<file path="config.mk">
export PLATFORM = sky130hd
export DESIGN_NAME = handshake_window_monitor
export DESIGN_NICKNAME = d
export VERILOG_FILES = /design/src/rtl/handshake_window_monitor.sv
export SDC_FILE = /design/constraint.sdc
export NUM_CORES = 1
export LEC_CHECK = 0
export CORE_UTILIZATION = 30
export CTS_CLUSTER_SIZE = 40
export DETAILED_ROUTE_END_ITERATION = 8
export PLACE_DENSITY = 0.58
export SETUP_SLACK_MARGIN = 0.15
export SLEW_MARGIN = 20
export SYNTH_ARGS = -nofsm -noshare
export SYNTH_HDL_FRONTEND = slang
export SYNTH_SLANG_ARGS = --single-unit
export TNS_END_PERCENT = 30
</file>
<file path="constraint.sdc">
create_clock -name clk -period 4.9 [get_ports clk]
set_clock_uncertainty 0.2 [all_clocks]
set_input_delay 0.735 -clock clk [delete_from_list [all_inputs] [get_ports clk]]
set_output_delay 0.735 -clock clk [all_outputs]
set_load 0.05 [all_outputs]
</file>
<file path="src/rtl/handshake_window_monitor.sv">
// Multi-channel req/ack latency checker: times each req rising edge to the first ack
// and flags early, late and dropped handshakes, with saturating per-channel counters.
module handshake_window_monitor #(
    parameter int NUM_CH  = 4,
    parameter int MIN_DLY = 1,
    parameter int MAX_DLY = 5,
    parameter int CNT_W   = 8,
    localparam int LAT_W  = $clog2(MAX_DLY + 2)
) (
    input  logic                      clk,
    input  logic                      rst,
    input  logic                      enable,
    input  logic                      clear,
    input  logic [NUM_CH-1:0]         req,
    input  logic [NUM_CH-1:0]         ack,
    output logic [NUM_CH-1:0]         busy,
    output logic [NUM_CH-1:0]         viol_early,
    output logic [NUM_CH-1:0]         viol_late,
    output logic [NUM_CH-1:0]         viol_drop,
    output logic [NUM_CH*LAT_W-1:0]   last_lat,
    output logic [NUM_CH*CNT_W-1:0]   viol_cnt,
    output logic                      any_viol
);

    if (NUM_CH < 1 || MIN_DLY < 0 || MAX_DLY < 1 || MAX_DLY < MIN_DLY) begin : g_param_err
        $error("handshake_window_monitor: illegal NUM_CH/MIN_DLY/MAX_DLY combination");
    end

    typedef enum logic {ST_IDLE = 1'b0, ST_WAIT = 1'b1} state_t;

    localparam logic [LAT_W-1:0] MIN_L  = LAT_W'(MIN_DLY);
    localparam logic [LAT_W-1:0] LATE_L = LAT_W'(MAX_DLY + 1);
    localparam logic [CNT_W-1:0] CNT_MAX = '1;

    logic [NUM_CH-1:0] req_q;
    logic              any_viol_q, any_viol_d;

    // req_q resets high so a req held across reset never looks like a rising edge.
    always_ff @(posedge clk) begin
        if (rst) begin
            req_q <= '1;
        end else begin
            req_q <= req;
        end
    end

    for (genvar gi = 0; gi < NUM_CH; gi++) begin : g_ch
        state_t           state_q, state_d;
        logic [LAT_W-1:0] timer_q, timer_d;
        logic [LAT_W-1:0] lat_q, lat_d;
        logic [CNT_W-1:0] cnt_q, cnt_d;
        logic             early_q, early_d;
        logic             late_q, late_d;
        logic             drop_q, drop_d;
        logic             rise;

        assign rise = req[gi] & ~req_q[gi];

        always_comb begin
            state_d = state_q;
            timer_d = timer_q;
            lat_d   = lat_q;
            early_d = 1'b0;
            late_d  = 1'b0;
            drop_d  = 1'b0;
            case (state_q)
                ST_IDLE: begin
                    if (rise && enable) begin
                        if (ack[gi]) begin
                            lat_d   = '0;
                            early_d = (MIN_L != '0);
                        end else begin
                            // timer holds the latency the next sample will have
                            state_d = ST_WAIT;
                            timer_d = LAT_W'(1);
                        end
                    end
                end
                ST_WAIT: begin
                    if (!enable) begin
                        state_d = ST_IDLE;
                        timer_d = '0;
                    end else if (ack[gi]) begin
                        lat_d   = timer_q;
                        early_d = (timer_q < MIN_L);
                        state_d = ST_IDLE;
                        timer_d = '0;
                    end else if (!req[gi]) begin
                        drop_d  = 1'b1;
                        state_d = ST_IDLE;
                        timer_d = '0;
                    end else if (timer_q == LATE_L) begin
                        late_d  = 1'b1;
                        state_d = ST_IDLE;
                        timer_d = '0;
                    end else begin
                        timer_d = timer_q + LAT_W'(1);
                    end
                end
                default: begin
                    state_d = ST_IDLE;
                    timer_d = '0;
                end
            endcase

            cnt_d = cnt_q;
            if (clear) begin
                cnt_d = '0;
            end else if ((early_d || late_d || drop_d) && cnt_q != CNT_MAX) begin
                cnt_d = cnt_q + CNT_W'(1);
            end
        end

        always_ff @(posedge clk) begin
            if (rst) begin
                state_q <= ST_IDLE;
                timer_q <= '0;
                lat_q   <= '0;
                cnt_q   <= '0;
                early_q <= 1'b0;
                late_q  <= 1'b0;
                drop_q  <= 1'b0;
            end else begin
                state_q <= state_d;
                timer_q <= timer_d;
                lat_q   <= lat_d;
                cnt_q   <= cnt_d;
                early_q <= early_d;
                late_q  <= late_d;
                drop_q  <= drop_d;
            end
        end

        assign busy[gi]                       = (state_q == ST_WAIT);
        assign viol_early[gi]                 = early_q;
        assign viol_late[gi]                  = late_q;
        assign viol_drop[gi]                  = drop_q;
        assign last_lat[gi*LAT_W +: LAT_W]    = lat_q;
        assign viol_cnt[gi*CNT_W +: CNT_W]    = cnt_q;
    end

    // Sticky summary follows the registered flag pulses, so it rises one cycle after them.
    always_comb begin
        any_viol_d = any_viol_q | (|viol_early) | (|viol_late) | (|viol_drop);
        if (clear) begin
            any_viol_d = 1'b0;
        end
    end

    always_ff @(posedge clk) begin
        if (rst) begin
            any_viol_q <= 1'b0;
        end else begin
            any_viol_q <= any_viol_d;
        end
    end

    assign any_viol = any_viol_q;

endmodule

</file>
==> flow_summary.toml <==
[run_status]
status = "complete, but fails checks"
violations = "design-rule violations"

[worst_setup_path]
reg2reg_to = "g_ch[1].cnt_q[5]$_SDFFE_PP0P_"
cp-startpoint = "enable"
cp-endpoint = "g_ch[0].cnt_q[7]$_SDFFE_PP0P_"
endpoint_kind = "register"
start_kind = "primary input"
path_max_fanout = 25
cp.required_ns = 4.95
ff2ff_path_depth = 5
rrSetupSlack_ns = 2.60
timing.rr.start = "g_ch[1].state_q$_SDFF_PP0_"
crit_type = "primary input to register"
arrival_ns = 3.16

[power]
swShare = 0.196
peakVddDrop_mv = 0.153
p_clk_frac = 0.525
comb_power_share = 0.040
seqPwrFrac = 0.435
p_per_area_mw_per_mm2 = 315
p_leak_nw = 1.54
p_sw_mw = 0.286
internal_power_mw = 1.17

[cts]
root_buffer = "clkbuf_16"
post_cts_buffers = 0
htree_levels = 3
clk_path_buf_depth = 2
clkSinkCount = 77
numCtsBuffers = 9
tritoncts = "done"
path_clk_slew_ns = 0.06
cts-hold-fix-buffers = 0
insertion_delay_ns = 0.33
cts_resized = 0

[routing]
m1WireLength_um = 4480
final_antenna_net_count = 0
drc = 6
wl_met3_um = 519
vias = 3173
highest_layer = "met4"
wl_per_cell_um = 14.2
routed_wl_um = 8770
first_pass_iters = 8
dr_wl_met2_um = 3710
drt_iter0_markers = 120
via_per_inst = 5.13

[sta]
drv_slew = 0
finalHoldViolCount = 0
slew_headroom = 0.444
setup-violations-final = 0
fmax_mhz = 322
finalCritPeriodShare = 0.634
rsz0062_at_grt = "false"
post-route-min-period_ns = 3.11
finalSetupTns_ns = 0
worst_slew_pin_slew_ns = 0.832

[synth]
ys_async_sr_fraction = 0
synth_area_mm2 = 0.00360
netlist_instances = 428
syn_avg_cell_area_um2 = 8.42
ys_ff_latch = 77
synthDistinctLibCells = 49
yosysSeqAreaShare = 0.428
synth_top_flop_cell = "dfxtp_1"
synth_fp_nets = 444
ys_warn_count = 0
synth_edf_count = 0

[layout]
final_cells = 619
syn2layout_area_growth_pct = 28.6
fillers = 1132
stdcell_area_mm2 = 0.00464
drive_above_1_share = 0.0567
final_common_cell = "dfxtp_1"
nets = 488
n_antenna_cell = 0
most-common-layout-cells = "77 x dfxtp_1, 72 x clkdlybuf4s50_1, 46 x a21oi_1"

[die]
dieWidth_um = 112
start_util = 0.312
core_mm2 = 0.0116
die-height_um = 112
die-area_mm2 = 0.0125
row_count = 39
io_pins = 73

[place]
port_buffers = 72
routabilityCongestion = 0.803
post_dp_cell_area_mm2 = 0.00429
dp_hpwl_um = 6200
dp.cells = 604

[global_route]
grt_antenna_before_repair = 0
grt_pass1_wl_um = 14400
grtUsageTotal = 0.145
grt_pass1_vias = 2846
grt_max_degree = 43
grt_overflow = 0

[hold_path]
min_from = "g_ch[1].lat_q[2]$_SDFFE_PP0P_"
hold_path_class = "register to register"

[flow_run]
max_cap_violations = 0
==> cell usage after synthesis (all sizes together), types with 2 or more instances <==
cell	number	share of area
dfxtp	77	0.43
a21oi	47	0.068
nor2	38	0.040
nand2	28	0.029
o21ai	25	0.037
buf	24	0.046
clkbuf	17	0.018
nand3	16	0.022
nand4	15	0.026
or3	11	0.019
xor2	11	0.027
inv	10	0.010
nor2b	10	0.017
nand3b	9	0.019
and3	8	0.014
nand2b	7	0.012
or4	7	0.015
nor4	5	0.0087
o2111ai	5	0.012
o211ai	5	0.010
or2	5	0.0087
ha	4	0.014
nand4b	4	0.0097
nor3	4	0.0056
nor3b	4	0.0083
o22ai	4	0.0069
o31ai	4	0.0083
nor4b	3	0.0073
nor4bb	3	0.0083
o211a	3	0.0083
o32ai	3	0.0073
a31oi	2	0.0035
==> how the worst min path moves through the flow <==
| stage | endpoint | slack [ns] | cells past startpoint |
|---|---|---|---|
| floorplan | g_ch[2].timer_q[2]$_SDFFE_PP0P_ | 0.28 | 1 |
| global route | g_ch[1].lat_q[0]$_SDFFE_PP0P_ | 0.27 | 2 |
| detailed placement | g_ch[1].lat_q[2]$_SDFFE_PP0P_ | 0.25 | 2 |
| CTS | g_ch[1].lat_q[0]$_SDFFE_PP0P_ | 0.26 | 2 |
| finish | g_ch[1].lat_q[2]$_SDFFE_PP0P_ | 0.25 | 2 |
| global placement | g_ch[0].lat_q[2]$_SDFFE_PP0P_ | 0.24 | 2 |
==> metal layers <==
layer  vias up  GRT usage
li1       1617          -
met1      1467      0.208
met2        83      0.205
met3         6     0.0490
met4         0     0.0378
met5         -          0
==> cells by family after synthesis <==
logic type / share of synthesized area
muxes: 0.00278
buffers and inverters: 0.0743
xor gates and xnor gates: 0.0267
DFF: 0.428
and+or+nand+nor: 0.286
adders and majority gates: 0.0139
AOI/OAI and AO/OA: 0.169
==> critical path, cell delays in order <==
cell and delay, ns:
clkdlybuf4s50_1 1.01, nand3b_1 0.19, a21oi_1 0.40, o21ai_2 0.18
or4_1 0.49, a21oi_1 0.15
==> state kept, by name (all words and copies together), names as in the netlist <==
register / count
any_viol: 1
g_ch.cnt_q: 32
g_ch.drop_q: 4
g_ch.early_q: 4
g_ch.lat_q: 12
g_ch.late_q: 4
g_ch.state_q: 4
g_ch.timer_q: 12
req_q: 4
==> cell type report <==
cell class	instances	area, um2	area share
multi-input cells	300	1790	0.387
flip-flops and latches	77	1540	0.333
repair buffers	74	736	0.159
clock buffers	11	253	0.0545
well taps	143	179	0.0386
clock inverters	4	95.1	0.0205
inverters	10	37.5	0.00810
==> stage by stage <==
| step | utilization | worst slack (ns) | hold slack [ns] | total power [mW] |
|---|---|---|---|---|
| 3_5_place_dp | 0.371 | 1.48 | 0.248 | 0.706 |
| 4_1_cts | 0.401 | 1.81 | 0.256 | 1.48 |
| 5_1_grt | 0.401 | 1.58 | 0.266 | 1.51 |
| 3_3_place_gp | 0.371 | 1.54 | 0.245 | 0.706 |
| 2_1_floorplan | - | 2.72 | 0.279 | 0.684 |
| 6_report | 0.401 | 1.79 | 0.252 | 1.46 |
==> power by group through the flow <==
stage	Clock [mW]	Combinational, mW	Sequential [mW]
global placement	0	0.0576	0.648
global route	0.809	0.0636	0.635
floorplan	0	0.0360	0.648
detailed placement	0	0.0577	0.649
CTS	0.784	0.0581	0.635
finish	0.766	0.0577	0.635
(Power assumes the default switching activity.)
